**src/rtl/psram_arbiter.sv**
```systemverilog
// psram_arbiter: round-robin burst arbiter for two masters in front of the PSRAM controller.
// Optional read watchdog: define PSRAM_ARB_RD_TIMEOUT_EN.
module psram_arbiter #(
  parameter int TCMD = 19,
`ifdef PSRAM_ARB_RD_TIMEOUT_EN
  parameter int TIMEOUT = 255,
`endif
  parameter int NUM = 8
) (
  input  logic        clk,
  input  logic        rst_n,
  input  logic        init_done,
  input  logic        m0_req,
  input  logic        m1_req,
  input  logic        m0_cmd,
  input  logic        m1_cmd,
  input  logic [20:0] m0_addr,
  input  logic [20:0] m1_addr,
  input  logic [31:0] m0_wr_data,
  input  logic [31:0] m1_wr_data,
  output logic        m0_wr_pop,
  output logic        m1_wr_pop,
  output logic        m0_ack,
  output logic        m1_ack,
  output logic        m0_rd_valid,
  output logic        m1_rd_valid,
  output logic [31:0] rd_data_out,
  output logic        cmd,
  output logic        cmd_en,
  output logic [20:0] addr,
  output logic [31:0] wr_data,
  output logic [3:0]  data_mask,
  input  logic [31:0] rd_data,
  input  logic        rd_data_valid,
  output logic        owner,
  output logic        busy,
  output logic        error
);

  typedef enum logic [2:0] {
    S_IDLE, S_ARB, S_WR, S_RD, S_HOLD
  } state_t;

  localparam int BW = (NUM > 2) ? $clog2(NUM) : 1;
  localparam logic [BW-1:0] W_LAST = BW'(NUM-2);
  localparam logic [BW-1:0] R_LAST = BW'(NUM-1);
  localparam logic [5:0] GAP_MAX = 6'(TCMD-1);

  state_t r_state, w_next;
  logic [5:0] r_gap;
  logic [BW-1:0] r_beat;
  logic r_first;
  logic r_last;

  logic w_grant, w_win, w_wcmd;
  logic w_rd_acc, w_rd_done, w_to;
  logic w_sel;
  logic [20:0] w_addr;
  logic [31:0] w_head;

`ifdef PSRAM_ARB_RD_TIMEOUT_EN
  logic [7:0] r_wd;
`endif

  always_comb begin
    w_win = (m0_req && m1_req) ? ~r_last : m1_req;
    w_wcmd = w_win ? m1_cmd : m0_cmd;
    w_addr = w_win ? m1_addr : m0_addr;
    w_grant = (r_state == S_ARB) && (m0_req || m1_req)
            && (r_first || (r_gap >= GAP_MAX));
    w_rd_acc = (r_state == S_RD) && rd_data_valid;
    w_rd_done = w_rd_acc && (r_beat == R_LAST);
    w_sel = (r_state == S_WR) ? owner : w_win;
    w_head = w_sel ? m1_wr_data : m0_wr_data;
`ifdef PSRAM_ARB_RD_TIMEOUT_EN
    w_to = (r_state == S_RD) && !w_rd_done
         && (r_wd == 8'(TIMEOUT-1));
`else
    w_to = 1'b0;
`endif
  end

  always_comb begin
    w_next = r_state;
    unique case (r_state)
      S_IDLE: if (init_done) w_next = S_ARB;
      S_ARB:  if (w_grant) w_next = w_wcmd ? S_WR : S_RD;
      S_WR:   if (r_beat == W_LAST) w_next = S_HOLD;
      S_RD:   if (w_rd_done || w_to) w_next = S_HOLD;
      S_HOLD: w_next = S_ARB;
      default: w_next = S_IDLE;
    endcase
  end

  // Pops are combinational so the FWFT head is consumed on the latching edge
  assign m0_wr_pop = (w_grant && w_wcmd && !w_win)
                   || ((r_state == S_WR) && !owner);
  assign m1_wr_pop = (w_grant && w_wcmd && w_win)
                   || ((r_state == S_WR) && owner);
  assign busy = (r_state != S_IDLE) && (r_state != S_ARB);
  assign data_mask = 4'b0;

  always_ff @(posedge clk) begin
    if (!rst_n) begin
      r_state <= S_IDLE;
    end else begin
      r_state <= w_next;
    end
  end

  always_ff @(posedge clk) begin
    if (!rst_n) begin
      r_gap       <= '0;
      r_beat      <= '0;
      r_first     <= 1'b1;
      r_last      <= 1'b1;
      cmd_en      <= 1'b0;
      cmd         <= 1'b0;
      addr        <= '0;
      m0_ack      <= 1'b0;
      m1_ack      <= 1'b0;
      owner       <= 1'b0;
      wr_data     <= '0;
      rd_data_out <= '0;
      m0_rd_valid <= 1'b0;
      m1_rd_valid <= 1'b0;
      error       <= 1'b0;
    end else begin
      cmd_en <= w_grant;
      cmd    <= w_grant && w_wcmd;
      addr   <= w_grant ? w_addr : '0;
      m0_ack <= w_grant && !w_win;
      m1_ack <= w_grant && w_win;
      if (w_grant) begin
        owner   <= w_win;
        r_last  <= w_win;
        r_first <= 1'b0;
        r_gap   <= '0;
        r_beat  <= '0;
      end else begin
        if (r_gap < GAP_MAX) r_gap <= r_gap + 6'd1;
        if ((r_state == S_WR) || w_rd_acc) r_beat <= r_beat + 1'b1;
      end
      if ((w_grant && w_wcmd) || (r_state == S_WR)) begin
        wr_data <= w_head;
      end else begin
        wr_data <= '0;
      end
      if (w_rd_acc) rd_data_out <= rd_data;
      m0_rd_valid <= w_rd_acc && !owner;
      m1_rd_valid <= w_rd_acc && owner;
      // Beats outside RD_WAIT are either stray or surplus; both are faults
      if ((rd_data_valid && (r_state != S_RD)) || w_to) error <= 1'b1;
    end
  end

`ifdef PSRAM_ARB_RD_TIMEOUT_EN
  always_ff @(posedge clk) begin
    if (!rst_n) begin
      r_wd <= '0;
    end else begin
      r_wd <= (r_state == S_RD) ? r_wd + 8'd1 : 8'd0;
    end
  end
`endif

endmodule

```
**config.mk**
```make
export PLATFORM = sky130hd
export DESIGN_NAME = psram_arbiter
export DESIGN_NICKNAME = d
export VERILOG_FILES = /design/src/rtl/psram_arbiter.sv
export SDC_FILE = /design/constraint.sdc
export NUM_CORES = 1
export LEC_CHECK = 0
export BUFFER_PORTS_ARGS = -buffer_cell sky130_fd_sc_hd__buf_4
export CAP_MARGIN = 20
export CORE_ASPECT_RATIO = 0.5
export CORE_UTILIZATION = 43
export CTS_CLUSTER_SIZE = 20
export DETAILED_ROUTE_END_ITERATION = 6
export PLACE_DENSITY = 0.82
export SETUP_SLACK_MARGIN = 0.3
export SLEW_MARGIN = 10
export SYNTH_ARGS = -nofsm -noshare
export SYNTH_HDL_FRONTEND = slang
export SYNTH_SLANG_ARGS = --single-unit
```
**constraint.sdc**
```tcl
create_clock -name clk -period 2.1 [get_ports clk]
set_input_delay 0.21 -clock clk [delete_from_list [all_inputs] [get_ports clk]]
set_output_delay 0.21 -clock clk [all_outputs]
set_load 0.03 [all_outputs]
```
==> results_dict.tcl <==
set metrics [dict create \
    yosys-top-cells-area "dfxtp_1 53%, nand2_1 11%, mux2i_1 8.2%" \
    tritoncts "yes" \
    path_buf_inv 3 \
    skew_ps 7.79 \
    grt_pass1_vias 3893 \
    io_pins 246 \
    synth_edf_count 0 \
    ys_types 45 \
    busiest_layer "met2" \
    grt-ovfl-total 0 \
    grt_util_met2_pct 44.6 \
    syn_to_final_growth_pct 61.6 \
    drc 0 \
    max_clock_freq_mhz 495 \
    grt_usage_pct 23.3 \
    drive_gt1_share_pct 42.8 \
    io_buffers 241 \
    synth_top_flop_cell "dfxtp_1" \
    vias 4067 \
    final_cell_mix "251 x buf_4, 117 x nand2_1, 103 x dfxtp_1" \
    min-delay-path-class "input pin to flip-flop" \
    grt_pass1_wl_um 18300 \
    final_core_util_pct 73.4 \
    yosysTopAreaCellShare_pct 52.9 \
    power_leakage_uw 0.00317 \
    hold_viol_final 0 \
    synth_seq_cells 107 \
    setup_viol 0 \
    worst-endpoint-arrival_ps 1810 \
    syn-cell-area_um2 4050 \
    rsz0062_at_grt "true" \
    ir_worst_vdd_mv 0.391 \
    worstSkewPairLatency_ps 340 \
    p_per_area_nw_per_um2 708 \
    synth_top_cell_by_area "dfxtp_1" \
    cp_cell_sequence "buf_6, o41ai_4, a211oi_4, buf_6, nand3_4, o21ai_2, buf_6" \
    critPathMaxStageDelay_ps 460 \
    grt_max_degree 34 \
    hpwl_um 8500 \
    cts_root_buf "clkbuf_16" \
    die_w_um 139 \
    path_max_fanout 3 \
    end_kind "output pin" \
    clk_pin_slew_ps 70 \
    antenna_found_initial 0 \
    antenna_cells 0 \
    min_period_over_period_pct 96.1 \
    yosysWarnings 0 \
    synthArstFlopShare_pct 0 \
    wirelength_um 12300 \
    drt_iter0_drc 219 \
    core.rowCount 24 \
    gp_congestion 0.803 \
    cts_max_path_buffers 2 \
    stdcell_area_um2 6550 \
    grt.met1_usage_pct 25.2 \
    initial_utilization_pct 45.4 \
    numCtsBuffers 9 \
    drt_pre_antenna_iters 7 \
    nNetsFinal 858 \
    path_delay_family "compound AO/OA/AOI/OAI gates" \
    crit_path_top_delay_cell "o41ai_4" \
    coreArea_um2 8920 \
    grtUsageMet3_pct 6.03 \
    cts_max_level 3 \
    cts_sinks 107 \
    place_area_um2 5970 \
    maxCapViolCount 0 \
    fp.dieH_um 70.6 \
    min_period_ps 2020 \
    postSynthCellCount 457 \
    wire_per_inst_um 14.9 \
    layout_commonest_cell "buf_4" \
    status "finished clean" \
    synth-seq-area-share_pct 52.9 \
    ant_nets 0 \
    via_per_inst 4.91 \
    fin_setup_tns_ps 0 \
    holdWs_ps 99.3 \
    critPathMostFrequentCell "buf_6" \
    startpoint_type "flip-flop" \
    die_area_um2 9840 \
    synth.avg_cell_area_um2 8.87 \
    final_max_slew_viol_count 0 \
    crit_type "flip-flop to output pin" \
    critical_path_required_ps 1890 \
]
[Yosys cell counts, types with 2 or more instances]
cell and instances:
o21ai_0 7, mux2i_1 33, nand2b_1 3, nor2_1 46
dfxtp_1 107, ha_1 5, clkbuf_1 18, inv_1 7
and2_1 2, nand4b_1 2, xnor2_1 2, nor2b_1 2
buf_2 3, o21a_1 2, a31oi_1 2, buf_4 5
nand2_1 117, buf_12 3, a211oi_1 2, nor2_2 4
a21oi_1 57, nand3_1 5
[metrics by stage]
stage | setup WS (ps) | std cells | total power [uW]
after floorplan | 304 | 460 | 2590
after global placement | 306 | 799 | 2920
after detailed placement | 239 | 799 | 2940
after CTS | 59.7 | 818 | 4600
after global routing | 34.9 | 828 | 4800
final | 81.3 | 828 | 4640
[sequential cells by signal (all words and copies together) (netlist names)]
signal,cells
error,1
r_state,3
cmd,1
m0_ack,1
m1_ack,1
addr,21
r_first,1
owner,1
rd_data_out,32
r_beat,3
wr_data,32
r_last,1
m0_rd_valid,1
cmd_en,1
r_gap,6
m1_rd_valid,1
[worst min-delay path: stages]
cell,delay [ps]
buf_4,70
mux2i_1,50
nor2_1,70
[logic make-up (layout without fill, tap and decap cells)]
logic type / after synthesis / after routing / synth area share (%)
XOR/XNOR: 3 / 3 / 0.649
adder cells (fa/ha/maj): 5 / 5 / 1.54
other: 1 / 4 / 0.0926
AND/OR/NAND/NOR: 189 / 190 / 19.4
buffers and inverters: 39 / 289 / 5.56
multiplexers: 34 / 34 / 8.71
flip-flops: 107 / 107 / 52.9
AO/OA/AOI/OAI: 79 / 79 / 11.2
[final timing paths]
| check | start | end | slack, ps | depth (start not counted) |
|---|---|---|---|---|
| worst max-delay path | r_gap[1] | m0_wr_pop | 80 | 7 |
| worst min-delay path | m1_wr_data[1] | wr_data[1] | 100 | 3 |
| worst max register to register | r_gap[1] | wr_data[29] | 200 | 9 |
| worst min register to register | rd_data_out[18] | rd_data_out[18] | 460 | 2 |
[per-layer routing]
metal  part of all wire, %  wire, um
met1                    40      4900
met2                    52      6450
met3                   5.9       723
met4                   2.0       250
met5                     0         0
[layout make-up]
class	instances	area, um2
sequential	107	2150
clock inverter	4	51.3
multi-input combinational	315	1790
inverter	8	30.0
timing repair buffer	266	2140
fill	632	2370
clock buffer	11	233
tap	117	146
[repair_timing]
item | CTS | global route
gates resized for setup | 16 | 12
setup buffers | 4 | 5
hold buffers | 0 | 0
cloned | 0 | 5
setup endpoints to repair | 17 | 58
pin swaps | 5 | 4
[where the power goes]
part / total (uW) / switching, uW / internal, uW / leakage [uW]
sequential: 2130 / 35.4 / 2100 / 0.000868
clock: 1640 / 720 / 921 / 0.000136
combinational: 864 / 423 / 441 / 0.00217
Note: power is estimated with default switching activity, not from simulation.
